$ cat src/rtl/int_txn_engine_if.sv
// Memory-side burst bus between the transaction engine (master) and external memory (slave).
// Read-address, read-data, write-address, write-data and write-response channels.
interface int_txn_engine_if #(
    parameter int ADDR_WIDTH = 32,
    parameter int DATA_WIDTH = 64
);
    logic                  arValid;
    logic                  arReady;
    logic [ADDR_WIDTH-1:0] araddr;
    logic [7:0]            arlen;
    logic                  rValid;
    logic                  rReady;
    logic [DATA_WIDTH-1:0] rData;
    logic [1:0]            rResp;
    logic                  rLast;
    logic                  awValid;
    logic                  awReady;
    logic [ADDR_WIDTH-1:0] awaddr;
    logic [7:0]            awlen;
    logic                  wValid;
    logic                  wReady;
    logic [DATA_WIDTH-1:0] wData;
    logic                  wLast;
    logic                  bValid;
    logic                  bReady;
    logic [1:0]            bResp;

    modport master (
        output arValid, araddr, arlen, rReady, awValid, awaddr, awlen, wValid, wData, wLast, bReady,
        input  arReady, rValid, rData, rResp, rLast, awReady, wReady, bValid, bResp
    );
    modport slave (
        input  arValid, araddr, arlen, rReady, awValid, awaddr, awlen, wValid, wData, wLast, bReady,
        output arReady, rValid, rData, rResp, rLast, awReady, wReady, bValid, bResp
    );
endinterface

$ cat src/rtl/int_txn_engine.sv
// CU->INT transaction responder: independent read (memory->cache) and write (cache->memory) burst engines
// sharing one sticky ERROR flag.
module int_txn_engine #(
    parameter  int ADDR_WIDTH = 32,
    parameter  int DATA_WIDTH = 64,
    parameter  int BURST_LEN  = 16,
    localparam int CW         = $clog2(BURST_LEN)
) (
    input  logic                  i_SYSTEM_clk,
    input  logic                  i_SYSTEM_rst,
    input  logic                  i_CU_INT_initReadTx,
    input  logic                  i_CU_INT_initWriteTx,
    input  logic [ADDR_WIDTH-1:0] i_ExMU_readAddr,
    input  logic [ADDR_WIDTH-1:0] i_ExMU_writeAddr,
    output logic                  o_INT_readTxnDone,
    output logic                  o_INT_writeTxnDone,
    output logic                  o_INT_cacheWrEn,
    output logic [CW-1:0]         o_INT_cacheWrAddr,
    output logic [DATA_WIDTH-1:0] o_INT_cacheWrData,
    output logic                  o_INT_cacheRdEn,
    output logic [CW-1:0]         o_INT_cacheRdAddr,
    input  logic [DATA_WIDTH-1:0] i_ExMU_cacheRdData,
    int_txn_engine_if.master      mem,
    output logic [31:0]           o_status
);
    typedef enum logic [2:0] {R_IDLE = 3'd0, R_ADDR = 3'd1, R_DATA = 3'd2} rstate_e;
    typedef enum logic [2:0] {W_IDLE = 3'd0, W_ADDR = 3'd1, W_DATA = 3'd2, W_RESP = 3'd3} wstate_e;

    localparam logic [CW-1:0] LAST_IDX  = CW'(BURST_LEN - 1);
    localparam logic [CW:0]   BURST_CNT = (CW + 1)'(BURST_LEN);
    localparam logic [7:0]    AXLEN     = 8'(BURST_LEN - 1);

    rstate_e                        rstate_q, rstate_d;
    wstate_e                        wstate_q, wstate_d;
    logic                           err_q, err_d;
    logic                           ovr_q, ovr_d;
    logic [ADDR_WIDTH-1:0]          raddr_q, raddr_d;
    logic [ADDR_WIDTH-1:0]          waddr_q, waddr_d;
    logic [CW-1:0]                  rcnt_q, rcnt_d;
    logic [CW-1:0]                  wcnt_q, wcnt_d;
    logic [CW:0]                    issued_q, issued_d;
    logic                           inflight_q, inflight_d;
    logic [1:0][DATA_WIDTH-1:0]     fifo_q, fifo_d;
    logic                           wptr_q, wptr_d;
    logic                           rptr_q, rptr_d;
    logic [1:0]                     fcnt_q, fcnt_d;
    logic                           r_fault, w_fault;
    logic                           w_push, w_pop;

    // Read engine: a faulty beat is not written to the cache.
    always_comb begin
        rstate_d          = rstate_q;
        raddr_d           = raddr_q;
        rcnt_d            = rcnt_q;
        r_fault           = 1'b0;
        o_INT_cacheWrEn   = 1'b0;
        o_INT_cacheWrAddr = rcnt_q;
        o_INT_cacheWrData = mem.rData;
        mem.arValid       = 1'b0;
        mem.araddr        = raddr_q;
        mem.arlen         = AXLEN;
        mem.rReady        = err_q;
        if (!err_q) begin
            case (rstate_q)
                R_IDLE: begin
                    r_fault = mem.rValid;
                    if (i_CU_INT_initReadTx) begin
                        rstate_d = R_ADDR;
                        raddr_d  = i_ExMU_readAddr;
                        rcnt_d   = '0;
                    end
                end
                R_ADDR: begin
                    r_fault     = mem.rValid;
                    mem.arValid = 1'b1;
                    if (mem.arReady) rstate_d = R_DATA;
                end
                R_DATA: begin
                    mem.rReady = 1'b1;
                    if (mem.rValid) begin
                        r_fault         = (mem.rResp != 2'b00) || (mem.rLast != (rcnt_q == LAST_IDX));
                        o_INT_cacheWrEn = !r_fault;
                        rcnt_d          = rcnt_q + 1'b1;
                        if (rcnt_q == LAST_IDX) rstate_d = R_IDLE;
                    end
                end
                default: rstate_d = R_IDLE;
            endcase
        end
    end

    // Write engine: cache reads are prefetched into a 2-entry FIFO, never more than it can absorb.
    always_comb begin
        wstate_d          = wstate_q;
        waddr_d           = waddr_q;
        wcnt_d            = wcnt_q;
        issued_d          = issued_q;
        fifo_d            = fifo_q;
        wptr_d            = wptr_q;
        rptr_d            = rptr_q;
        w_fault           = 1'b0;
        w_push            = inflight_q;
        w_pop             = 1'b0;
        o_INT_cacheRdEn   = 1'b0;
        o_INT_cacheRdAddr = issued_q[CW-1:0];
        mem.awValid       = 1'b0;
        mem.awaddr        = waddr_q;
        mem.awlen         = AXLEN;
        mem.wValid        = 1'b0;
        mem.wData         = fifo_q[rptr_q];
        mem.wLast         = (wcnt_q == LAST_IDX);
        mem.bReady        = err_q;
        if (!err_q) begin
            case (wstate_q)
                W_IDLE: begin
                    if (i_CU_INT_initWriteTx) begin
                        wstate_d = W_ADDR;
                        waddr_d  = i_ExMU_writeAddr;
                        wcnt_d   = '0;
                        issued_d = '0;
                    end
                end
                W_ADDR: begin
                    mem.awValid = 1'b1;
                    if (mem.awReady) wstate_d = W_DATA;
                end
                W_DATA: begin
                    mem.wValid = (fcnt_q != 2'd0);
                    if (mem.wValid && mem.wReady) begin
                        w_pop  = 1'b1;
                        wcnt_d = wcnt_q + 1'b1;
                        if (wcnt_q == LAST_IDX) wstate_d = W_RESP;
                    end
                end
                W_RESP: begin
                    mem.bReady = 1'b1;
                    if (mem.bValid) begin
                        w_fault  = (mem.bResp != 2'b00);
                        wstate_d = W_IDLE;
                    end
                end
                default: wstate_d = W_IDLE;
            endcase
            o_INT_cacheRdEn = ((wstate_q == W_ADDR) || (wstate_q == W_DATA)) &&
                              (({1'b0, fcnt_q} + {2'b00, inflight_q}) < 3'd2) &&
                              (issued_q < BURST_CNT);
            if (o_INT_cacheRdEn) issued_d = issued_q + 1'b1;
        end
        if (w_push) begin
            fifo_d[wptr_q] = i_ExMU_cacheRdData;
            wptr_d         = ~wptr_q;
        end
        if (w_pop) rptr_d = ~rptr_q;
        fcnt_d = fcnt_q + {1'b0, w_push} - {1'b0, w_pop};
    end

    always_comb begin
        inflight_d = o_INT_cacheRdEn;
        err_d      = err_q | r_fault | w_fault;
        ovr_d      = ovr_q | (!err_q && ((i_CU_INT_initReadTx && rstate_q != R_IDLE) ||
                                          (i_CU_INT_initWriteTx && wstate_q != W_IDLE)));
    end

    always_ff @(posedge i_SYSTEM_clk or negedge i_SYSTEM_rst) begin
        if (!i_SYSTEM_rst) begin
            rstate_q   <= R_IDLE;
            wstate_q   <= W_IDLE;
            err_q      <= 1'b0;
            ovr_q      <= 1'b0;
            raddr_q    <= '0;
            waddr_q    <= '0;
            rcnt_q     <= '0;
            wcnt_q     <= '0;
            issued_q   <= '0;
            inflight_q <= 1'b0;
            fifo_q     <= '0;
            wptr_q     <= 1'b0;
            rptr_q     <= 1'b0;
            fcnt_q     <= '0;
        end else begin
            rstate_q   <= rstate_d;
            wstate_q   <= wstate_d;
            err_q      <= err_d;
            ovr_q      <= ovr_d;
            raddr_q    <= raddr_d;
            waddr_q    <= waddr_d;
            rcnt_q     <= rcnt_d;
            wcnt_q     <= wcnt_d;
            issued_q   <= issued_d;
            inflight_q <= inflight_d;
            fifo_q     <= fifo_d;
            wptr_q     <= wptr_d;
            rptr_q     <= rptr_d;
            fcnt_q     <= fcnt_d;
        end
    end

    assign o_INT_readTxnDone  = !err_q && (rstate_q == R_IDLE);
    assign o_INT_writeTxnDone = !err_q && (wstate_q == W_IDLE);
    assign o_status = err_q ? 32'hFFFF_FFFF
                            : {23'd0, ovr_q, 1'b0, wstate_q, 1'b0, rstate_q};
endmodule
$ cat src/flat_wrapper.sv
// flat-port wrapper written by rule: the top's interface ports become plain ports
module int_txn_engine_flat 
#(
    parameter  int ADDR_WIDTH = 32,
    parameter  int DATA_WIDTH = 64,
    parameter  int BURST_LEN  = 16,
    localparam int CW         = $clog2(BURST_LEN)
)
  (i_SYSTEM_clk, i_SYSTEM_rst, i_CU_INT_initReadTx, i_CU_INT_initWriteTx, i_ExMU_readAddr, i_ExMU_writeAddr, o_INT_readTxnDone, o_INT_writeTxnDone, o_INT_cacheWrEn, o_INT_cacheWrAddr, o_INT_cacheWrData, o_INT_cacheRdEn, o_INT_cacheRdAddr, i_ExMU_cacheRdData, o_status, mem_arValid, mem_araddr, mem_arlen, mem_rReady, mem_awValid, mem_awaddr, mem_awlen, mem_wValid, mem_wData, mem_wLast, mem_bReady, mem_arReady, mem_rValid, mem_rData, mem_rResp, mem_rLast, mem_awReady, mem_wReady, mem_bValid, mem_bResp);
  int_txn_engine_if #(.ADDR_WIDTH(ADDR_WIDTH), .DATA_WIDTH(DATA_WIDTH)) mem_i ();
  input  logic i_SYSTEM_clk;
  input  logic i_SYSTEM_rst;
  input  logic i_CU_INT_initReadTx;
  input  logic i_CU_INT_initWriteTx;
  input  logic [ADDR_WIDTH-1:0] i_ExMU_readAddr;
  input  logic [ADDR_WIDTH-1:0] i_ExMU_writeAddr;
  output logic o_INT_readTxnDone;
  output logic o_INT_writeTxnDone;
  output logic o_INT_cacheWrEn;
  output logic [CW-1:0] o_INT_cacheWrAddr;
  output logic [DATA_WIDTH-1:0] o_INT_cacheWrData;
  output logic o_INT_cacheRdEn;
  output logic [CW-1:0] o_INT_cacheRdAddr;
  input  logic [DATA_WIDTH-1:0] i_ExMU_cacheRdData;
  output logic [31:0] o_status;
  output wire logic [$bits(mem_i.arValid)-1:0] mem_arValid;
  output wire logic [$bits(mem_i.araddr)-1:0] mem_araddr;
  output wire logic [$bits(mem_i.arlen)-1:0] mem_arlen;
  output wire logic [$bits(mem_i.rReady)-1:0] mem_rReady;
  output wire logic [$bits(mem_i.awValid)-1:0] mem_awValid;
  output wire logic [$bits(mem_i.awaddr)-1:0] mem_awaddr;
  output wire logic [$bits(mem_i.awlen)-1:0] mem_awlen;
  output wire logic [$bits(mem_i.wValid)-1:0] mem_wValid;
  output wire logic [$bits(mem_i.wData)-1:0] mem_wData;
  output wire logic [$bits(mem_i.wLast)-1:0] mem_wLast;
  output wire logic [$bits(mem_i.bReady)-1:0] mem_bReady;
  input wire logic [$bits(mem_i.arReady)-1:0] mem_arReady;
  input wire logic [$bits(mem_i.rValid)-1:0] mem_rValid;
  input wire logic [$bits(mem_i.rData)-1:0] mem_rData;
  input wire logic [$bits(mem_i.rResp)-1:0] mem_rResp;
  input wire logic [$bits(mem_i.rLast)-1:0] mem_rLast;
  input wire logic [$bits(mem_i.awReady)-1:0] mem_awReady;
  input wire logic [$bits(mem_i.wReady)-1:0] mem_wReady;
  input wire logic [$bits(mem_i.bValid)-1:0] mem_bValid;
  input wire logic [$bits(mem_i.bResp)-1:0] mem_bResp;
  assign mem_arValid = mem_i.arValid;
  assign mem_araddr = mem_i.araddr;
  assign mem_arlen = mem_i.arlen;
  assign mem_rReady = mem_i.rReady;
  assign mem_awValid = mem_i.awValid;
  assign mem_awaddr = mem_i.awaddr;
  assign mem_awlen = mem_i.awlen;
  assign mem_wValid = mem_i.wValid;
  assign mem_wData = mem_i.wData;
  assign mem_wLast = mem_i.wLast;
  assign mem_bReady = mem_i.bReady;
  assign mem_i.arReady = mem_arReady;
  assign mem_i.rValid = mem_rValid;
  assign mem_i.rData = mem_rData;
  assign mem_i.rResp = mem_rResp;
  assign mem_i.rLast = mem_rLast;
  assign mem_i.awReady = mem_awReady;
  assign mem_i.wReady = mem_wReady;
  assign mem_i.bValid = mem_bValid;
  assign mem_i.bResp = mem_bResp;
  int_txn_engine #(.ADDR_WIDTH(ADDR_WIDTH), .DATA_WIDTH(DATA_WIDTH), .BURST_LEN(BURST_LEN)) u_core (.i_SYSTEM_clk(i_SYSTEM_clk), .i_SYSTEM_rst(i_SYSTEM_rst), .i_CU_INT_initReadTx(i_CU_INT_initReadTx), .i_CU_INT_initWriteTx(i_CU_INT_initWriteTx), .i_ExMU_readAddr(i_ExMU_readAddr), .i_ExMU_writeAddr(i_ExMU_writeAddr), .o_INT_readTxnDone(o_INT_readTxnDone), .o_INT_writeTxnDone(o_INT_writeTxnDone), .o_INT_cacheWrEn(o_INT_cacheWrEn), .o_INT_cacheWrAddr(o_INT_cacheWrAddr), .o_INT_cacheWrData(o_INT_cacheWrData), .o_INT_cacheRdEn(o_INT_cacheRdEn), .o_INT_cacheRdAddr(o_INT_cacheRdAddr), .i_ExMU_cacheRdData(i_ExMU_cacheRdData), .mem(mem_i), .o_status(o_status));
endmodule
$ cat config.mk
export PLATFORM = sky130hd
export DESIGN_NAME = int_txn_engine_flat
export DESIGN_NICKNAME = d
export VERILOG_FILES = /design/src/rtl/int_txn_engine_if.sv /design/src/rtl/int_txn_engine.sv /design/src/flat_wrapper.sv
export SDC_FILE = /design/constraint.sdc
export NUM_CORES = 1
export LEC_CHECK = 0
export BUFFER_PORTS_ARGS = -buffer_cell sky130_fd_sc_hd__buf_2
export CORE_AREA = 2 2 179 181
export DETAILED_ROUTE_END_ITERATION = 10
export DIE_AREA = 0 0 181 183
export PLACE_DENSITY_LB_ADDON = 0.08
export SYNTH_ARGS = -nofsm -noshare
export SYNTH_HDL_FRONTEND = slang
export SYNTH_SLANG_ARGS = --single-unit
$ cat constraint.sdc
create_clock -name i_SYSTEM_clk -period 2.5 [get_ports i_SYSTEM_clk]
set_input_delay 0.5 -clock i_SYSTEM_clk [delete_from_list [all_inputs] [get_ports i_SYSTEM_clk]]
set_output_delay 0.5 -clock i_SYSTEM_clk [all_outputs]
set_load 0.02 [all_outputs]
==> run_summary.xml, run 1 <==
<?xml version="1.0" encoding="UTF-8"?>
<metrics>
  <group name="outcome">
    <metric name="outcome" unit="">complete, but fails checks</metric>
    <metric name="violations_in_the_final_reports" unit="">setup timing</metric>
  </group>
  <group name="clock_network">
    <metric name="clk_pin_slew_worst_paths" unit="ps">60</metric>
    <metric name="cts_tree" unit="">built</metric>
    <metric name="clock_tree.root_cell" unit="">sky130_fd_sc_hd__clkbuf_16</metric>
    <metric name="clkSinkCount" unit="">216</metric>
    <metric name="clock_latency" unit="ps">530</metric>
    <metric name="cts_htree_levels" unit="">1</metric>
    <metric name="clockBufferDepth" unit="">3</metric>
    <metric name="numCtsBuffers" unit="">26</metric>
  </group>
  <group name="pwr">
    <metric name="clockPowerShare" unit="%">38.7</metric>
    <metric name="vdd_ir_drop_max" unit="uV">444</metric>
    <metric name="total_leakage_power" unit="nW">6.48</metric>
    <metric name="comb_power_share" unit="%">18.5</metric>
    <metric name="sw_frac_of_total" unit="%">27.6</metric>
    <metric name="total_power" unit="mW">9.22</metric>
    <metric name="share_seq_of_total_power" unit="%">42.7</metric>
    <metric name="p_sw" unit="mW">2.55</metric>
    <metric name="internal-power" unit="mW">6.67</metric>
    <metric name="cellPowerDensity" unit="nW/um^2">733</metric>
  </group>
  <group name="detailed_routing">
    <metric name="drt_wl_total" unit="mm">23.6</metric>
    <metric name="drt_first_pass_iters" unit="">4</metric>
    <metric name="detail_route.vias_per_cell" unit="">4.54</metric>
    <metric name="detail-route-antenna-nets" unit="">0</metric>
    <metric name="per_cell_routed_wire_length" unit="um">16.7</metric>
    <metric name="drcViolationCount" unit="">0</metric>
    <metric name="detail_route.iter0.violations" unit="">206</metric>
    <metric name="dr_total_vias" unit="">6416</metric>
  </group>
  <group name="setup_path">
    <metric name="startpoint_type" unit="">flop</metric>
    <metric name="reg2reg_from" unit="">u_core.wstate_q[1]</metric>
    <metric name="path_common_cell" unit="">sky130_fd_sc_hd__inv_2</metric>
    <metric name="cp_data_arrival_time" unit="ps">2030</metric>
    <metric name="crit_required" unit="ps">2000</metric>
    <metric name="max_stage_delay" unit="ps">430</metric>
    <metric name="critical_path_startpoint" unit="">u_core.wstate_q[0]</metric>
    <metric name="timing.critical_path.fanout_max" unit="">3</metric>
    <metric name="timing.setup.critical_path_class" unit="">reg2out</metric>
    <metric name="worstPathCellList" unit="">inv_2, ha_4, a21bo_4, or4_4, inv_2, buf_6</metric>
    <metric name="crit_path_end_kind" unit="">primary output</metric>
    <metric name="timing.critical_path.slowest_stage_cell" unit="">sky130_fd_sc_hd__or4_4</metric>
  </group>
  <group name="place">
    <metric name="final_weighted_congestion_of_routability_driven_global_placement" unit="">0.747</metric>
    <metric name="instance_area_after_placement" unit="sq um">11700</metric>
    <metric name="place.detailed.hpwl" unit="mm">16.5</metric>
    <metric name="placement.io_buffers" unit="">319</metric>
  </group>
  <group name="timing">
    <metric name="timing.max_slew.rel_slack" unit="%">58.3</metric>
    <metric name="hold_viol" unit="">0</metric>
    <metric name="report.final.slew_viol_count" unit="">0</metric>
    <metric name="unrepaired_setup_endpoints_after_global_routing" unit="">yes</metric>
    <metric name="fin_skew" unit="ps">15.1</metric>
    <metric name="min_period_over_period" unit="%">101</metric>
    <metric name="fmax" unit="MHz">395</metric>
    <metric name="finalSetupViolCount" unit="">1</metric>
    <metric name="max_slew.worst_pin.slew" unit="ps">625</metric>
    <metric name="final_period_minus_worst_setup_slack" unit="ps">2530</metric>
    <metric name="worst_slack" unit="ps">-30.8</metric>
  </group>
  <group name="min_path">
    <metric name="timing.hold.worst.start" unit="">i_ExMU_writeAddr[1]</metric>
    <metric name="holdCritPathClass" unit="">in2reg</metric>
  </group>
  <group name="yosys">
    <metric name="synth-xor-area-share" unit="%">0.512</metric>
    <metric name="synth_top_family_by_area" unit="">multiplexers</metric>
    <metric name="mappedNetlistArea" unit="sq um">10300</metric>
    <metric name="yosysTopAreaCell" unit="">sky130_fd_sc_hd__dfrtp_1</metric>
    <metric name="synth_top_cell_area_share" unit="%">52.6</metric>
    <metric name="ys_seq_area_share" unit="%">52.6</metric>
    <metric name="synth_seq_cells" unit="">216</metric>
    <metric name="post_synth_fa_ha_maj_area_fraction" unit="%">1.22</metric>
    <metric name="edff_count_synth" unit="">0</metric>
    <metric name="yosys_warnings" unit="">0</metric>
    <metric name="synthMuxAreaShare" unit="%">29.6</metric>
    <metric name="per_instance_average_area_after_synthesis" unit="sq um">13.8</metric>
    <metric name="asyncSetResetFlopFracSynth" unit="%">100</metric>
    <metric name="post_synth_inst_count" unit="">744</metric>
    <metric name="yosysUniqueCellTypes" unit="">48</metric>
    <metric name="synth_compound_gate_area_share" unit="%">1.99</metric>
    <metric name="ys.flop_type" unit="">sky130_fd_sc_hd__dfrtp_1</metric>
    <metric name="synth_simple_gate_area_share" unit="%">3.12</metric>
    <metric name="synth_top_cells_by_area" unit="">sky130_fd_sc_hd__dfrtp_1 53%, sky130_fd_sc_hd__mux2_2 25%, sky130_fd_sc_hd__buf_4 8.5%</metric>
  </group>
  <group name="floorplanning">
    <metric name="design.portCount" unit="">464</metric>
    <metric name="die_area" unit="sq um">33100</metric>
    <metric name="die_width" unit="um">181</metric>
    <metric name="die_height" unit="um">183</metric>
    <metric name="initial_core_util" unit="%">32.9</metric>
    <metric name="core-area" unit="sq um">31200</metric>
    <metric name="row_count" unit="">65</metric>
  </group>
  <group name="global_routing">
    <metric name="grt_antenna_before_repair" unit="">2</metric>
    <metric name="gr-total-overflow" unit="">0</metric>
    <metric name="first_global_vias" unit="">6888</metric>
    <metric name="grt_max_degree" unit="">75</metric>
    <metric name="grt_pass1_wl" unit="mm">37.8</metric>
    <metric name="grt_usage" unit="%">14.1</metric>
  </group>
  <group name="finish">
    <metric name="final_layout_size_suffix_gt1_share" unit="%">65.8</metric>
    <metric name="most-common-layout-cells" unit="">316 x sky130_fd_sc_hd__buf_2, 229 x sky130_fd_sc_hd__mux2_2, 215 x sky130_fd_sc_hd__dfrtp_1, 28 x sky130_fd_sc_hd__mux2_4, 27 x sky130_fd_sc_hd__clkbuf_16</metric>
    <metric name="nets" unit="">1208</metric>
    <metric name="syn2layout_area_growth" unit="%">22.5</metric>
    <metric name="post-route-cell-area" unit="sq um">12600</metric>
    <metric name="final.fill_count" unit="">3055</metric>
    <metric name="mostFrequentLayoutCell" unit="">sky130_fd_sc_hd__buf_2</metric>
  </group>
  <group name="job">
    <metric name="drv.max_cap_violation_count" unit="">0</metric>
  </group>
</metrics>
[flip-flops by register name (all words and copies together) (netlist names), 2 cells and up]
register                  count
u_core.fifo_q               128
u_core.fcnt_q                 2
u_core.mem.araddr            32
u_core.mem.awaddr            32
u_core.wstate_q               2
u_core.wcnt_q                 4
u_core.o_INT_cacheWrAddr      4
u_core.issued_q               5
u_core.rstate_q               2
[stage by stage]
step,cells,TNS (ps),util [%],hold slack (ps),worst slack (ps)
2_1_floorplan,758,0,-,204,291
3_3_place_gp,1359,0,37.4,469,320
3_5_place_dp,1359,0,37.4,468,308
4_1_cts,1411,-75.1,40.2,169,-75.1
5_1_grt,1413,-134,40.3,177,-120
6_report,1414,-30.8,40.3,204,-30.8
[critical path: cells and delay by family, from the launching register on]
kind	cells	cell delay [ps]
adder cells (fa/ha/maj)	1	260
AND/OR/NAND/NOR	1	430
buffers and inverters	3	250
flip-flops	1	360
AO/OA/AOI/OAI	1	210
[kinds of logic (layout without fill, tap and decap cells)]
group	count (synthesis)	count (layout)
muxes	261	261
DFF	216	216
buffers and inverters	157	410
and+or+nand+nor	59	59
AOI/OAI and AO/OA	33	33
adders and majority gates	10	10
xor gates and xnor gates	6	6
other	2	17
[final timing paths]
path	to	slack [ps]	cells past startpoint
setup / recovery	o_INT_cacheRdEn	-30	6
hold / removal	u_core.mem.awaddr[1]	200	2
setup reg to reg	u_core.fcnt_q[1]	510	9
hold reg to reg	u_core.ovr_q	470	1
max in group asynchronous	u_core.mem.awaddr[26]	1300	3
min in group asynchronous	u_core.fifo_q[32]	560	2
[power by group through the flow]
stage	clock [mW]	combinational, mW	sequential (mW)
after CTS	3.73	1.74	3.94
after global routing	3.87	1.87	3.98
after detailed placement	0	1.68	4.01
after floorplan	0	1.11	4.10
final	3.57	1.71	3.94
after global placement	0	1.67	4.01
[layout make-up]
type / instances / area [sq um] / area share, %
Sequential cell: 216 / 5410 / 42.9
Multi-Input combinational cell: 385 / 3850 / 30.6
Timing Repair Buffer: 348 / 1960 / 15.6
Clock buffer: 42 / 782 / 6.21
Tap cell: 402 / 503 / 4.00
Inverter: 15 / 56.3 / 0.447
Clock inverter: 5 / 27.5 / 0.219
Antenna cell: 1 / 2.50 / 0.0199
[routing by layer]
layer / GRT usage (%) / vias to the layer above / share of wire (%)
met5: 0 / - / 0
met4: 4.42 / 0 / 3.0
met3: 4.61 / 54 / 8.0
met2: 23.6 / 266 / 48
met1: 17.2 / 3131 / 41
li1: - / 2965 / -
[synthesized netlist by cell type, types with 2 or more instances]
library cell and count:
sky130_fd_sc_hd__o21ai_1 2, sky130_fd_sc_hd__nand2_1 7, sky130_fd_sc_hd__a21oi_1 6, sky130_fd_sc_hd__buf_4 117, sky130_fd_sc_hd__inv_1 15, sky130_fd_sc_hd__and3_1 2, sky130_fd_sc_hd__ha_1 10, sky130_fd_sc_hd__a31oi_1 2
sky130_fd_sc_hd__nand2b_1 3, sky130_fd_sc_hd__dfrtp_1 216, sky130_fd_sc_hd__mux2i_1 4, sky130_fd_sc_hd__nor2_1 14, sky130_fd_sc_hd__mux2_2 229, sky130_fd_sc_hd__clkbuf_1 5, sky130_fd_sc_hd__or4_1 2, sky130_fd_sc_hd__buf_12 4
sky130_fd_sc_hd__or2_2 6, sky130_fd_sc_hd__xor2_1 3, sky130_fd_sc_hd__conb_1 2, sky130_fd_sc_hd__mux2_4 28, sky130_fd_sc_hd__xnor2_1 3, sky130_fd_sc_hd__nand3_1 12, sky130_fd_sc_hd__buf_2 15, sky130_fd_sc_hd__o21ai_0 13
[what timing repair did]
item | in CTS | in global routing
hold buffers | 1 | 0
setup buffers | 4 | 2
hold endpoints to repair | 41 | 0
endpoints found under the setup margin | 2 | 2
pin swaps | 1 | 2
gates resized for setup | 12 | 1
Power figures use the tool's default switching activity.
==> run 2, diff against run 1 <==
- clock period: 2.5 -> 2.59 ns (I/O delays scaled with it)
==> run_summary.xml, run 2 (synthesis results as in run 1) <==
<?xml version="1.0" encoding="UTF-8"?>
<metrics>
  <group name="outcome">
    <metric name="outcome" unit="">complete, no violations</metric>
  </group>
  <group name="clock_network">
    <metric name="clk_pin_slew_worst_paths" unit="ps">60</metric>
    <metric name="clockBufferDepth" unit="">3</metric>
    <metric name="cts_htree_levels" unit="">1</metric>
    <metric name="clock_latency" unit="ps">520</metric>
    <metric name="clock_tree.root_cell" unit="">sky130_fd_sc_hd__clkbuf_16</metric>
    <metric name="cts_tree" unit="">built</metric>
    <metric name="numCtsBuffers" unit="">27</metric>
    <metric name="clkSinkCount" unit="">216</metric>
  </group>
  <group name="pwr">
    <metric name="cellPowerDensity" unit="nW/um^2">727</metric>
    <metric name="clockPowerShare" unit="%">40.2</metric>
    <metric name="total_leakage_power" unit="nW">6.47</metric>
    <metric name="share_seq_of_total_power" unit="%">41.7</metric>
    <metric name="internal-power" unit="mW">6.65</metric>
    <metric name="sw_frac_of_total" unit="%">27.2</metric>
    <metric name="comb_power_share" unit="%">18.2</metric>
    <metric name="vdd_ir_drop_max" unit="uV">527</metric>
    <metric name="total_power" unit="mW">9.14</metric>
    <metric name="p_sw" unit="mW">2.48</metric>
  </group>
  <group name="setup_path">
    <metric name="worstPathCellList" unit="">inv_2, ha_4, a21bo_4, or4_4, inv_2, buf_6</metric>
    <metric name="timing.setup.critical_path_class" unit="">reg2out</metric>
    <metric name="max_stage_delay" unit="ps">420</metric>
    <metric name="path_delay_family" unit="">simple AND/OR/NAND/NOR gates</metric>
    <metric name="timing.critical_path.fanout_max" unit="">2</metric>
    <metric name="critPathBufInv" unit="">3</metric>
    <metric name="crit_required" unit="ps">2070</metric>
    <metric name="crit_path_end_kind" unit="">primary output</metric>
    <metric name="path_common_cell" unit="">sky130_fd_sc_hd__inv_2</metric>
    <metric name="timing.critical_path.slowest_stage_cell" unit="">sky130_fd_sc_hd__or4_4</metric>
    <metric name="cp_data_arrival_time" unit="ps">2040</metric>
    <metric name="startpoint_type" unit="">flop</metric>
  </group>
  <group name="min_path">
    <metric name="holdCritPathClass" unit="">in2reg</metric>
  </group>
  <group name="finish">
    <metric name="max_reg_flops" unit="">128</metric>
    <metric name="mostFrequentLayoutCell" unit="">sky130_fd_sc_hd__buf_2</metric>
    <metric name="syn2layout_area_growth" unit="%">22.3</metric>
    <metric name="registers.top_by_ff_count" unit="">u_core.fifo_q</metric>
    <metric name="final_layout_size_suffix_gt1_share" unit="%">65.7</metric>
    <metric name="most-common-layout-cells" unit="">316 x sky130_fd_sc_hd__buf_2, 229 x sky130_fd_sc_hd__mux2_2, 214 x sky130_fd_sc_hd__dfrtp_1, 28 x sky130_fd_sc_hd__mux2_4, 27 x sky130_fd_sc_hd__clkbuf_16</metric>
    <metric name="nets" unit="">1203</metric>
  </group>
  <group name="place">
    <metric name="placement.io_buffers" unit="">319</metric>
    <metric name="final_weighted_congestion_of_routability_driven_global_placement" unit="">0.741</metric>
    <metric name="detailedPlace.worstSlack" unit="ps">368</metric>
    <metric name="place.detailed.hpwl" unit="mm">16.2</metric>
  </group>
  <group name="detailed_routing">
    <metric name="drt_wl_total" unit="mm">23.7</metric>
    <metric name="dr_total_vias" unit="">6343</metric>
    <metric name="drcViolationCount" unit="">0</metric>
    <metric name="detail_route.vias_per_cell" unit="">4.50</metric>
    <metric name="detail_route.iter0.violations" unit="">189</metric>
    <metric name="detail-route-antenna-nets" unit="">0</metric>
    <metric name="drt_first_pass_iters" unit="">4</metric>
    <metric name="per_cell_routed_wire_length" unit="um">16.8</metric>
  </group>
  <group name="floorplanning">
    <metric name="initial_core_util" unit="%">32.9</metric>
    <metric name="die_height" unit="um">183</metric>
    <metric name="die_area" unit="sq um">33100</metric>
    <metric name="design.portCount" unit="">464</metric>
    <metric name="core-area" unit="sq um">31200</metric>
    <metric name="row_count" unit="">65</metric>
    <metric name="die_width" unit="um">181</metric>
  </group>
  <group name="timing">
    <metric name="final_period_minus_worst_setup_slack" unit="ps">2550</metric>
    <metric name="min_period_over_period" unit="%">98.6</metric>
    <metric name="hold_viol" unit="">0</metric>
    <metric name="totalNegativeSetupSlack" unit="ps">0</metric>
    <metric name="fin_skew" unit="ps">6.59</metric>
    <metric name="worst_slack" unit="ps">35.2</metric>
    <metric name="report.final.slew_viol_count" unit="">0</metric>
    <metric name="fmax" unit="MHz">391</metric>
    <metric name="unrepaired_setup_endpoints_after_global_routing" unit="">yes</metric>
    <metric name="finalSetupViolCount" unit="">0</metric>
  </group>
  <group name="global_routing">
    <metric name="gr-total-overflow" unit="">0</metric>
    <metric name="grt_pass1_wl" unit="mm">37.5</metric>
    <metric name="grt_antenna_before_repair" unit="">3</metric>
    <metric name="first_global_vias" unit="">6786</metric>
    <metric name="grt_max_degree" unit="">65</metric>
    <metric name="grt_usage" unit="%">14.0</metric>
  </group>
  <group name="job">
    <metric name="drv.max_cap_violation_count" unit="">0</metric>
  </group>
</metrics>
-- run 2: changes by cell type in the layout (fill, tap and decap cells not counted), sizes merged --
cell | before | now
clkinv | 4 | 3
clkbuf | 42 | 41
buf | 347 | 341
inv | 15 | 16
bufinv | 0 | 2
diode | 1 | 2
-- run 2: worst register-to-register path, delay by kind of cell, from the launching register on --
family	cells	cell delay (ps)
xor+xnor	2	260
buf+inv	3	300
simple gates	2	390
fa+ha+maj	3	740
flops	1	370
-- run 2: worst paths after layout --
| kind | from | to | slack [ps] | cells after the start |
|---|---|---|---|---|
| max reg2reg | u_core.wstate_q[1] | u_core.fcnt_q[1] | 460 | 10 |
| min in group asynchronous | i_SYSTEM_rst | u_core.fifo_q[38] | 550 | 2 |
| max in group asynchronous | i_SYSTEM_rst | u_core.fifo_q[16] | 1330 | 3 |
| min | i_ExMU_readAddr[17] | u_core.mem.araddr[17] | 230 | 2 |
| min reg2reg | u_core.ovr_q | u_core.ovr_q | 460 | 1 |
| max | u_core.wstate_q[1] | o_INT_cacheRdEn | 40 | 6 |
-- run 2: final cells by class --
cell class	count	area (sq um)
Antenna cell	2	5.00
Multi-Input combinational cell	385	3850
Timing Repair Buffer	342	1880
Fill cell	3049	18700
Tap cell	402	503
Clock buffer	41	778
Clock inverter	7	91.3
Sequential cell	216	5410
Inverter	15	56.3
-- run 2: routing by layer --
| metal | GRT usage, % | wire [um] |
|---|---|---|
| met4 | 4.00 | 559 |
| met2 | 23.8 | 11300 |
| met5 | 0 | 16 |
| met1 | 16.9 | 9830 |
| met3 | 4.71 | 1930 |
-- run 2: power groups by stage --
stage	clock network (mW)	registers (mW)	logic, mW
floorplan	0	3.96	1.07
global placement	0	3.87	1.60
detailed placement	0	3.87	1.61
CTS	3.84	3.81	1.67
global route	3.97	3.84	1.81
finish	3.67	3.81	1.66
-- run 2: stage by stage --
step / instance area (sq um) / utilization (%) / hold slack (ps) / instances
final: 12600 / 40.2 / 227 / 1410
after global routing: 12600 / 40.2 / 198 / 1408
after CTS: 12500 / 40.1 / 188 / 1404
after detailed placement: 11600 / 37.1 / 451 / 1351
after global placement: 11600 / 37.1 / 448 / 1351
after floorplan: 10300 / - / 222 / 758
-- run 2: timing repair --
item                                   in CTS  in global routing
resized for setup                          10                  3
hold buffers                                1                  0
setup endpoints to repair                   2                  2
buffers inserted                            4                  4
endpoints found under the hold margin      59                  0
pin swaps                                   2                  1
